`src/rtl/updown_mod_counter_pkg.sv`:
```
// Shared definitions for the up/down modulo counter family.
//   MODE_WRAP / MODE_SAT : values for the SATURATE parameter
//   presc_width()        : register width for a prescaler of a given ratio
package updown_mod_counter_pkg;

  localparam int unsigned MODE_WRAP = 0;
  localparam int unsigned MODE_SAT  = 1;

  // Width of a 0..presc-1 counter, never narrower than one bit.
  function automatic int unsigned presc_width(input int unsigned presc);
    return (presc <= 1) ? 1 : $clog2(presc);
  endfunction

endpackage

```
`src/rtl/updown_mod_counter_if.sv`:
```
// Control/status bundle of updown_mod_counter.
//   master : drives en, up_dn, clr, load, load_val, ovf_clr; observes cnt_o, tc_o, ovf_o
//   slave  : the counter side of the same signals
interface updown_mod_counter_if #(
  parameter int unsigned DWIDTH = 7
);
  logic              en;
  logic              up_dn;
  logic              clr;
  logic              load;
  logic [DWIDTH-1:0] load_val;
  logic              ovf_clr;
  logic [DWIDTH-1:0] cnt_o;
  logic              tc_o;
  logic              ovf_o;

  modport master (
    output en, up_dn, clr, load, load_val, ovf_clr,
    input  cnt_o, tc_o, ovf_o
  );

  modport slave (
    input  en, up_dn, clr, load, load_val, ovf_clr,
    output cnt_o, tc_o, ovf_o
  );
endinterface

```
`src/rtl/updown_mod_counter_presc.sv`:
```
// Enable prescaler: emits one tick every PRESCALE enabled cycles.
//   clk, rst  : clock, asynchronous active-high reset
//   en        : advances the phase; low freezes it
//   sync_clr  : synchronous return to phase 0
//   tick_o    : en on the last phase (combinational)
// With PRESCALE = 1 no register exists and tick_o follows en.
module tick_prescaler
  import updown_mod_counter_pkg::*;
#(
  parameter int unsigned PRESCALE = 1
) (
  input  logic clk,
  input  logic rst,
  input  logic en,
  input  logic sync_clr,
  output logic tick_o
);

  generate
    if (PRESCALE == 1) begin : g_bypass
      logic unused;
      assign unused = ^{clk, rst, sync_clr};
      assign tick_o = en;
    end else begin : g_presc
      localparam int unsigned PW = presc_width(PRESCALE);
      localparam logic [PW-1:0] LAST = PW'(PRESCALE - 1);

      logic [PW-1:0] presc;

      assign tick_o = en & (presc == LAST);

      always_ff @(posedge clk or posedge rst) begin
        if (rst) begin
          presc <= '0;
        end else if (sync_clr || tick_o) begin
          presc <= '0;
        end else if (en) begin
          presc <= presc + PW'(1);
        end
      end
    end
  endgenerate

endmodule

```
`src/rtl/updown_mod_counter.sv`:
```
// Modulo-MODULUS up/down counter with prescaled enable, clear/load,
// wrap or saturate at the boundary, cascade carry and sticky overflow.
//   clk, rst : clock, asynchronous active-high reset
//   bus      : slave side of updown_mod_counter_if
//              en/up_dn/clr/load/load_val/ovf_clr in; cnt_o/tc_o/ovf_o out
// Priority: clr > load > step. tc_o is combinational and feeds the en of a
// following stage; ovf_o latches any boundary step until clr/ovf_clr.
module updown_mod_counter
  import updown_mod_counter_pkg::*;
#(
  parameter int unsigned DWIDTH   = 7,
  parameter int unsigned MODULUS  = 100,
  parameter int unsigned PRESCALE = 1,
  parameter int unsigned SATURATE = MODE_WRAP
) (
  input logic                 clk,
  input logic                 rst,
  updown_mod_counter_if.slave bus
);

  localparam logic [DWIDTH-1:0] CNT_MAX = DWIDTH'(MODULUS - 1);

  logic              tick;
  logic              presc_clr;
  logic              boundary;
  logic              tc;
  logic              ovf;
  logic [DWIDTH-1:0] cnt;
  logic [DWIDTH-1:0] cnt_step;
  logic [DWIDTH-1:0] load_eff;

  assign presc_clr = bus.clr | bus.load;

  tick_prescaler #(
    .PRESCALE(PRESCALE)
  ) u_presc (
    .clk     (clk),
    .rst     (rst),
    .en      (bus.en),
    .sync_clr(presc_clr),
    .tick_o  (tick)
  );

  always_comb begin
    boundary = bus.up_dn ? (cnt == CNT_MAX) : (cnt == '0);
    load_eff = (bus.load_val > CNT_MAX) ? CNT_MAX : bus.load_val;
    if (boundary) begin
      if (SATURATE == MODE_SAT) cnt_step = cnt;
      else                      cnt_step = bus.up_dn ? '0 : CNT_MAX;
    end else begin
      cnt_step = bus.up_dn ? cnt + DWIDTH'(1) : cnt - DWIDTH'(1);
    end
    // rst gate keeps the carry quiet while the register is held in reset.
    tc = tick & ~bus.clr & ~bus.load & boundary & ~rst;
  end

  always_ff @(posedge clk or posedge rst) begin
    if (rst) begin
      cnt <= '0;
      ovf <= 1'b0;
    end else begin
      if (bus.clr)       cnt <= '0;
      else if (bus.load) cnt <= load_eff;
      else if (tick)     cnt <= cnt_step;

      // Set beats ovf_clr so a simultaneous boundary event is not lost.
      if (bus.clr)          ovf <= 1'b0;
      else if (tc)          ovf <= 1'b1;
      else if (bus.ovf_clr) ovf <= 1'b0;
    end
  end

  assign bus.cnt_o = cnt;
  assign bus.tc_o  = tc;
  assign bus.ovf_o = ovf;

endmodule

```
`src/flat_wrapper.sv`:
```
// flat-port wrapper written by rule: the top's interface ports become plain ports
module updown_mod_counter_flat import updown_mod_counter_pkg::*;
#(
  parameter int unsigned DWIDTH   = 7,
  parameter int unsigned MODULUS  = 100,
  parameter int unsigned PRESCALE = 1,
  parameter int unsigned SATURATE = MODE_WRAP
)
  (clk, rst, bus_en, bus_up_dn, bus_clr, bus_load, bus_load_val, bus_ovf_clr, bus_cnt_o, bus_tc_o, bus_ovf_o);
  updown_mod_counter_if #(.DWIDTH(DWIDTH)) bus_i ();
  input logic clk;
  input logic rst;
  input wire logic [$bits(bus_i.en)-1:0] bus_en;
  input wire logic [$bits(bus_i.up_dn)-1:0] bus_up_dn;
  input wire logic [$bits(bus_i.clr)-1:0] bus_clr;
  input wire logic [$bits(bus_i.load)-1:0] bus_load;
  input wire logic [$bits(bus_i.load_val)-1:0] bus_load_val;
  input wire logic [$bits(bus_i.ovf_clr)-1:0] bus_ovf_clr;
  output wire logic [$bits(bus_i.cnt_o)-1:0] bus_cnt_o;
  output wire logic [$bits(bus_i.tc_o)-1:0] bus_tc_o;
  output wire logic [$bits(bus_i.ovf_o)-1:0] bus_ovf_o;
  assign bus_i.en = bus_en;
  assign bus_i.up_dn = bus_up_dn;
  assign bus_i.clr = bus_clr;
  assign bus_i.load = bus_load;
  assign bus_i.load_val = bus_load_val;
  assign bus_i.ovf_clr = bus_ovf_clr;
  assign bus_cnt_o = bus_i.cnt_o;
  assign bus_tc_o = bus_i.tc_o;
  assign bus_ovf_o = bus_i.ovf_o;
  updown_mod_counter #(.DWIDTH(DWIDTH), .MODULUS(MODULUS), .PRESCALE(PRESCALE), .SATURATE(SATURATE)) u_core (.clk(clk), .rst(rst), .bus(bus_i));
endmodule
```
`config.mk`:
```
export PLATFORM = sky130hd
export DESIGN_NAME = updown_mod_counter_flat
export DESIGN_NICKNAME = d
export VERILOG_FILES = /design/src/rtl/updown_mod_counter_pkg.sv /design/src/rtl/updown_mod_counter_if.sv /design/src/rtl/updown_mod_counter_presc.sv /design/src/rtl/updown_mod_counter.sv /design/src/flat_wrapper.sv
export SDC_FILE = /design/constraint.sdc
export NUM_CORES = 1
export LEC_CHECK = 0
export CAP_MARGIN = 20
export CORE_ASPECT_RATIO = 1.1
export CORE_UTILIZATION = 45
export CTS_CLUSTER_SIZE = 24
export DETAILED_ROUTE_END_ITERATION = 8
export PLACE_DENSITY = 0.85
export SETUP_SLACK_MARGIN = 0.05
export SLEW_MARGIN = 20
export SYNTH_ARGS = -nofsm -noshare
export SYNTH_HDL_FRONTEND = slang
export SYNTH_HIERARCHICAL = 1
export SYNTH_SLANG_ARGS = --single-unit
```
`constraint.sdc`:
```
create_clock -name clk -period 2.2 [get_ports clk]
set_input_delay 0.44 -clock clk [delete_from_list [all_inputs] [get_ports clk]]
set_output_delay 0.44 -clock clk [all_outputs]
set_load 0.02 [all_outputs]
```
Word-level counts from Yosys, hierarchy flattened
Index checks and enable logic that the tools add are counted.
{"block": "classes", "addsub": 2, "n_lt_le_gt_ge": 1, "n_eq_ne": 1, "muxes": 11, "bitwise_logic": 7, "n_reduce_logical": 3}
{"cell": "$mux 7", "n": 7}
{"cell": "$add 7x1->7 const B", "n": 1}
{"cell": "$eq 7x7->1 const B", "n": 1}
{"cell": "$gt 7x7->1 const B", "n": 1}
{"cell": "$logic_not 7->1", "n": 1}
{"cell": "$sub 7x1->7 const B", "n": 1}
{"cell": "$reduce_bool 3->1", "n": 2}
{"cell": "$and 1x1->1", "n": 4}
{"cell": "$mux 1", "n": 4}
{"cell": "$not 1->1", "n": 3}
{"block": "word_totals", "register_bits": 8, "in_bits": 14, "out_inout_bits": 9, "word_cells": 27}

Depth between registers and ports, before layout
Gate-level depths: netlist of run 1.
{"block": "depth", "depth_word": 7, "depth_mapped": 7, "mapped_depth_nobuf": 7}

Hierarchy
Netlist of run 1, hierarchy kept.
{"mod": "updown_mod_counter", "n_inst": 1, "cells_each": 86, "area_per_inst_um2": 747.0, "seq_area_each_um2": 200.2}
{"mod": "tick_prescaler", "n_inst": 1, "cells_each": 1, "area_per_inst_um2": 7.5, "seq_area_each_um2": 0.0}

Worst setup path after synthesis of run 1
No wires, ideal clock.
{"block": "synth_timing", "kind": "register -> output", "startpoint": "register u_core.cnt[0] (netlist: u_core/bus.cnt_o[0])", "endpoint": "output port bus_tc_o", "arrival_ns": 1.614, "t_required_ns": 1.760, "slack_ns": 0.146, "path_stages_with_launch": 5, "path_buffers": 0, "cell_sequence": "dfrtp_1 -> or4_1 -> nor2_1 -> o21ai_2 -> nor3_2"}
{"block": "synth_via", "elab_chain_cells": 4, "elab_cells_between_ends": 5, "classes_between": "1 x eq/ne; 1 x mux; 2 x bitwise; 1 x reduce/logical"}
{"item": "from (decl)", "line": "updown_mod_counter.sv:28", "text": "logic [DWIDTH-1:0] cnt;"}
{"item": "from (signal assigned)", "line": "updown_mod_counter.sv:63", "text": "else if (bus.load) cnt <= load_eff;"}
{"item": "from (signal assigned)", "line": "updown_mod_counter.sv:64", "text": "else if (tick) cnt <= cnt_step;"}
{"item": "$eq 7x7->1 or $logic_not 7->1 (tied branches)", "line": "updown_mod_counter.sv:45", "text": "boundary = bus.up_dn ? (cnt == CNT_MAX) : (cnt == '0);"}
{"item": "$mux 1 *", "line": "updown_mod_counter.sv:45"}
{"item": "$and 1x1->1 * (2 in series)", "line": "updown_mod_counter.sv:54", "text": "tc = tick & ~bus.clr & ~bus.load & boundary & ~rst;"}
{"item": "to (decl)", "line": "flat_wrapper.sv:20", "text": "output wire logic [$bits(bus_i.tc_o)-1:0] bus_tc_o;"}
Every way passes the cells marked *; elsewhere a longest branch is shown, timed or not.

Worst setup path in the final report of run 1
{"block": "layout_timing", "startpoint": "register u_core.cnt[1] (netlist: u_core/bus.cnt_o[1])", "endpoint": "output port bus_tc_o"}
The elaborated chain is that of the path after synthesis.

==> out/qor.yml, run 1 <==
sta:
  setup_ws_ns: -0.01804
  period_needed_ns: 2.218
  slew_headroom_pct: 74.13
  finalCritPeriodShare_pct: 100.8
  worstMarginPinSlew_ns: 0.3783
  clock_skew_ns: 0.003748
  slew_violations: 0
  rsz0062_at_grt: "true"
  setup_viol: 1
  fmax_mhz: 450.8
  finalHoldViolCount: 0
status:
  status: "complete, but fails checks"
  failed_checks: "setup timing"
clock_tree:
  cts_tree: "yes"
  cts_root_buf: "clkbuf_4"
  clk-insertion-delay-late_ns: 0.26
  h-tree-depth: 1
  cts_sinks: 8
  hold_buffers: 0
  cts.clk_slew.worst_paths_ns: 0.06
  cts_buffers: 3
  cts_buffer_depth: 2
synthesis:
  avgSynthCellArea_um2: 8.672
  synth_seq_cells: 8
  syn_inst: 87
  syn-num-nets: 107
  synth_edf_count: 0
  synth_async_sr_flop_share_pct: 100.0
  yosysTopAreaCell: "dfrtp_1"
  synth_area_um2: 754.5
  yosys_warnings: 6
  ys_types: 38
  netlist.area_leader.share_pct: 26.53
  synthFlopType: "dfrtp_1"
  synth_area_leaders: "dfrtp_1 27%, ha_1 8.3%, a2111oi_4 7.3%, nor2_1 7.0%, xor2_1 4.6%"
  synth-seq-area-share_pct: 26.53
floorplanning:
  core_area_um2: 1577
  start_util_pct: 47.86
  dieArea_um2: 1845
  io_pins: 23
  fp.dieH_um: 44.95
  std_cell_rows: 15
  die_w_um: 41.04
cells_and_area:
  layout.cells.non_filler: 147
  final_area_um2: 1209
  antenna_cells: 0
  nets: 152
  syn2layout_area_growth_pct: 60.20
  final_common_cell: "buf_4"
  layout_common_cells: "22 x buf_4, 20 x clkdlybuf4s50_1, 13 x nor2_1, 8 x dfrtp_1, 5 x inv_1"
  drive_above_1_share_pct: 28.46
detailed_routing:
  ant_nets: 0
  drt_iter0_drc: 11
  totalWireLength_mm: 2.378
  wl_per_cell_um: 16.18
  drc: 0
  viasPerCell: 5.925
  dr.pass1.iters: 4
  vias: 871
grt:
  grt_pass1_vias: 837
  grt_max_degree: 15
  grt-ovfl-total: 0
  grt.total_usage_pct: 29.47
  grt_first_pass_wirelength_mm: 3.539
  antenna_found_initial: 0
run:
  cap_violations: 0
place:
  port_buffers: 22
  place.gp.congestion: 0.8818
  placed_area_um2: 1124
  dpl.cell_count: 142
  place_ws_ns: -0.6403
  post-dp-hpwl_mm: 1.693
power:
  p_sw_share_pct: 36.40
  p_leak_nw: 0.5401
  powerDensity_nw_per_um2: 492.5
  power_frac_clock_pct: 19.5
  switchingPower_uw: 216.7
  seqPwrFrac_pct: 29.0
  ir_worst_vdd_uv: 340.3
  power_frac_comb_pct: 51.5
  p_int_uw: 378.6
setup_path:
  cp_max_fo: 2
  crit_required_ns: 1.76
  endpoint_kind: "output port"
  crit_type: "reg -> out"
  arrival_ns: 1.78
  cp-start-kind: "flip-flop"
worst_hold_path:
  hp-class: "in -> async"
-- worst max-delay path, cell delays in order, from the launching register on --
cell	delay (ns)
dfrtp_1	0.40
or4_4	0.54
nor2_4	0.10
o21ai_2	0.09
nor3_2	0.21
buf_4	0.18
-- per-layer routing --
metal	vias up	track usage, %	wire length, µm
met3	8	3.448	106
met5	-	0	0
li1	405	-	-
met1	422	32.81	963
met2	36	50.63	1241
met4	0	18.00	66
-- cells by family after synthesis --
logic type      synth area share, %
buf+inv                       4.479
flops                         26.53
xor+xnor                      5.804
compound gates                27.70
fa+ha+maj                     10.95
simple gates                  24.55
-- final cells by class --
type	count	area (µm²)
Sequential cell	8	200.2
Multi-Input combinational cell	71	570.5
Tap cell	17	21.27
Fill cell	122	367.9
Timing Repair Buffer	43	375.4
Clock buffer	3	22.52
Inverter	5	18.77
-- flip-flops by register name (all words and copies together) (netlist names) --
signal	count
u_core/bus.ovf_o	1
u_core/bus.cnt_o	7
-- through the flow --
stage | setup TNS [ns] | power (mW) | hold slack (ns) | utilization, %
3_5_place_dp | -1.778 | 0.4407 | 0.6340 | 71.27
4_1_cts | 0 | 0.5760 | 0.5011 | 75.24
2_1_floorplan | 0 | 0.3150 | 0.2557 | -
3_3_place_gp | -1.617 | 0.4312 | 0.6198 | 71.27
5_1_grt | -0.06660 | 0.6291 | 0.5536 | 76.67
6_report | -0.01804 | 0.5952 | 0.4992 | 76.67
-- power by group through the flow --
stage / combinational, mW / clock [mW] / sequential [mW]
2_1_floorplan: 0.123 / 0 / 0.192
3_3_place_gp: 0.260 / 0 / 0.171
3_5_place_dp: 0.269 / 0 / 0.172
4_1_cts: 0.289 / 0.117 / 0.170
5_1_grt: 0.328 / 0.128 / 0.173
6_report: 0.306 / 0.116 / 0.173
-- cells in the mapped netlist, drive strengths merged (3+ instances only) --
cell type and number:
a2111oi 3, a211oi 3, a21oi 5, dfrtp 8, ha 5, inv 5
nand2 3, nand2b 3, nor2 14, nor3 5, o21ai 5, xor2 4
-- repair_timing --
action,4_1_cts,5_1_grt
endpoints found under the setup margin,4,3
buffers inserted,2,0
resized for setup,12,6
pin swaps,9,7
-- worst paths after layout --
| path | start | end | slack, ns | cells past startpoint |
|---|---|---|---|---|
| hold reg to reg | u_core/bus.ovf_o | u_core/bus.ovf_o | 0.65 | 2 |
| min in group clk | u_core/bus.ovf_o | u_core/bus.ovf_o | 0.65 | 2 |
| setup reg to reg | u_core/bus.cnt_o[0] | u_core/bus.cnt_o[6] | 0.13 | 9 |
| hold / removal | rst | u_core/bus.cnt_o[1] | 0.50 | 2 |
| setup / recovery | u_core/bus.cnt_o[1] | bus_tc_o | -0.02 | 5 |
| max in group asynchronous | rst | u_core/bus.cnt_o[3] | 1.44 | 2 |
Power figures use the tool's default switching activity.
==> run 2: changes to the inputs <==
--- a/config.mk
+++ b/config.mk
@@ -10,6 +10,7 @@
 export CORE_UTILIZATION = 45
 export CTS_CLUSTER_SIZE = 24
 export DETAILED_ROUTE_END_ITERATION = 8
+export GPL_TIMING_DRIVEN = 0
 export PLACE_DENSITY = 0.85
 export SETUP_SLACK_MARGIN = 0.05
 export SLEW_MARGIN = 20
==> run 2 against run 1 <==
The run now ends clean. Combinational power fell by 21%. Flip-flop and latch count did not move. Global-route usage fell by 2.6 points. Worst setup slack improved by 0.040 ns. Sequential share of layout area rose by 1.6 points. Clock-buffer cell count did not move. Die area did not move. Total power fell by 10%. Core utilization fell by 6.4 points. Register-to-register slack got worse by 0.09 ns. Final area fell by 8.4%. Via count fell by 3.8%. Critical endpoint is now u_core/bus.ovf_o. Largest cell class unchanged.
==> out/qor.yml, run 2 (synthesis gave the netlist of run 1 again) <==
sta:
  fmax_mhz: 459.0  # +1.8%
  rsz0062_at_grt: "true"
  slew_headroom_pct: 69.42  # -4.7 points
  worstMarginPinSlew_ns: 0.4472  # +0.06890 ns
  finalCritPeriodShare_pct: 99.02  # -1.8 points
  slew_violations: 0  # unchanged
  setup_ws_ns: 0.02151  # +0.03955 ns
  period_needed_ns: 2.178  # -0.03955 ns
  setup_viol: 0  # -1
  clock_skew_ns: 0.003952  # +0.0002043 ns
  finalHoldViolCount: 0  # unchanged
  timing.setup.tns_ns: 0  # +0.01804 ns
power:
  seqPwrFrac_pct: 33.3  # +4.3 points
  powerDensity_nw_per_um2: 481.6  # -2.2%
  ir_worst_vdd_uv: 393.9  # +16%
  p_int_uw: 340.8  # -10%
  power_frac_comb_pct: 45.5  # -6.0 points
  p_sw_share_pct: 36.10  # -0.30 points
  switchingPower_uw: 192.5  # -11%
  power_frac_clock_pct: 21.2  # +1.7 points
  p_leak_nw: 0.4912  # -9.1%
setup_path:
  cp-start-kind: "input pin"
  path_buf_inv: 8  # +7
  crit_type: "in -> reg"
  crit_family: "buffers and inverters"
  worstReg2RegEnd: "u_core/bus.ovf_o"
  cp_max_fo: 6  # +4
  critPathSlowestCell: "clkdlybuf4s50_1"
  cpPeakStageDelay_ns: 0.56  # +0.02 ns
  endpoint_kind: "flip-flop"
  reg2reg_depth: 12  # +3
  crit_required_ns: 2.34  # +0.58 ns
  cp_cell_sequence: "clkdlybuf4s50_1 -> nor2_1 -> nand2_1 -> nor3_2 -> buf_4 -> buf_4 -> buf_4 -> buf_4 -> buf_4 -> buf_4 -> buf_4 -> o21ba_1"
  arrival_ns: 2.32  # +0.54 ns
  path_common_cell: "buf_4"
  r2r_setup_slack_ns: 0.04  # -0.09 ns
  r2r_start: "u_core/bus.cnt_o[0]"
clock_tree:
  cts_buffers: 3  # unchanged
  cts.clk_slew.worst_paths_ns: 0.06  # about the same
  clk-insertion-delay-late_ns: 0.25  # about the same
  cts_sinks: 8  # unchanged
  h-tree-depth: 1  # unchanged
  cts_tree: "yes"
  cts_buffer_depth: 2  # unchanged
  cts_root_buf: "clkbuf_4"
  hold_buffers: 0  # unchanged
floorplanning:
  fp.dieH_um: 44.95  # unchanged
  dieArea_um2: 1845  # unchanged
  start_util_pct: 47.86  # unchanged
  io_pins: 23  # unchanged
  std_cell_rows: 15  # unchanged
  core_area_um2: 1577  # unchanged
  die_w_um: 41.04  # unchanged
detailed_routing:
  ant_nets: 0  # unchanged
  drt_iter0_drc: 36  # +25
  viasPerCell: 5.986  # +1.0%
  drc: 0  # unchanged
  wl_per_cell_um: 15.29  # -5.5%
  vias: 838  # -3.8%
  dr.pass1.iters: 4  # unchanged
  totalWireLength_mm: 2.140  # -10%
status:
  status: "complete, no violations"
place:
  place_ws_ns: -0.7574  # -0.1171 ns
  port_buffers: 21  # -4.5%
  place.gp.congestion: 0.8480  # -3.8%
  post-dp-hpwl_mm: 1.455  # -14%
  placed_area_um2: 985.9  # -12%
cells_and_area:
  antenna_cells: 0  # unchanged
  nets: 145  # -4.6%
  layout_common_cells: "18 x clkdlybuf4s50_1, 14 x buf_4, 13 x nor2_1, 7 x dfrtp_1, 5 x ha_1"
  largest_register_ffs: 7  # unchanged
  final_common_cell: "clkdlybuf4s50_1"
  num-fill-cells: 137  # +12%
  drive_above_1_share_pct: 22.76  # -5.7 points
  syn2layout_area_growth_pct: 46.77
  final_area_um2: 1107  # -8.4%
run:
  cap_violations: 0  # unchanged
grt:
  grt_first_pass_wirelength_mm: 3.325  # -6.0%
  grt_pass1_vias: 799  # -4.5%
  grt-ovfl-total: 0  # unchanged
  grt.total_usage_pct: 26.87  # -2.6 points
  antenna_found_initial: 0  # unchanged
  grt_max_degree: 11  # -4
worst_hold_path:
  hp-class: "in -> async"
==> run 2: cell count changes in the layout (fill, tap and decap cells not counted), sizes merged <==
cell	delta
clkdlybuf4s50	-2
buf	-8
clkbuf	+2
dlygate4sd2	+1
==> run 2: worst max-delay path by stage <==
| stage | from | to | slack (ns) | cells past startpoint |
|---|---|---|---|---|
| floorplan | u_core/bus.cnt_o[0] | bus_tc_o | 0.15 | 4 |
| global placement | bus_up_dn | bus_tc_o | -0.77 | 6 |
| detailed placement | bus_up_dn | bus_tc_o | -0.76 | 6 |
| CTS | u_core/bus.cnt_o[0] | bus_tc_o | 0.04 | 5 |
| global route | u_core/bus.cnt_o[1] | bus_tc_o | -0.05 | 5 |
| finish | bus_load | u_core/bus.ovf_o | 0.02 | 12 |
==> run 2: routing by layer <==
metal	share of wire [%]	up-vias	wire length [µm]	track usage, %
met1	41	402	869	32.38
met4	1.0	0	22	10.00
met3	4.8	4	102	1.478
met2	54	38	1146	47.81
li1	-	394	-	-
met5	0	-	0	0
==> run 2: final cells by class <==
type / count / area, µm² / share of cell area [%]
Buffer: 3 / 15.01 / 1.356
Clock buffer: 3 / 22.52 / 2.034
Inverter: 5 / 18.77 / 1.695
Multi-Input combinational cell: 71 / 530.5 / 47.91
Sequential cell: 8 / 201.4 / 18.19
Tap cell: 17 / 21.27 / 1.921
Timing Repair Buffer: 33 / 297.8 / 26.89
==> run 2: what timing repair did <==
action,in CTS,in global routing
resized for setup,10,4
pin swaps,4,0
buffers inserted,12,0
setup endpoints to repair,3,4
==> run 2: stage by stage <==
step | std cells | power, mW | util [%] | hold WS [ns]
after floorplan | 87 | 0.3150 | - | 0.2557
after global placement | 125 | 0.3904 | 62.54 | 0.6079
after detailed placement | 125 | 0.3969 | 62.54 | 0.6162
after CTS | 140 | 0.5253 | 69.60 | 0.5097
after global routing | 140 | 0.5619 | 70.24 | 0.5660
final | 140 | 0.5333 | 70.24 | 0.5114
==> run 2: power groups by stage <==
stage	Sequential (mW)	Clock (mW)	Combinational, mW
finish	0.178	0.113	0.242
global route	0.179	0.119	0.264
CTS	0.176	0.115	0.234
detailed placement	0.182	0	0.215
global placement	0.182	0	0.209
floorplan	0.192	0	0.123
==> run 3: changes to the inputs <==
--- a/config.mk
+++ b/config.mk
@@ -8,7 +8,7 @@
 export CAP_MARGIN = 20
 export CORE_ASPECT_RATIO = 1.1
 export CORE_UTILIZATION = 45
-export CTS_CLUSTER_SIZE = 24
+export CTS_CLUSTER_SIZE = 28
 export DETAILED_ROUTE_END_ITERATION = 8
 export GPL_TIMING_DRIVEN = 0
 export PLACE_DENSITY = 0.85
==> results of run 3 <==
Final layout, timing and power as in run 2 (identical DEF).
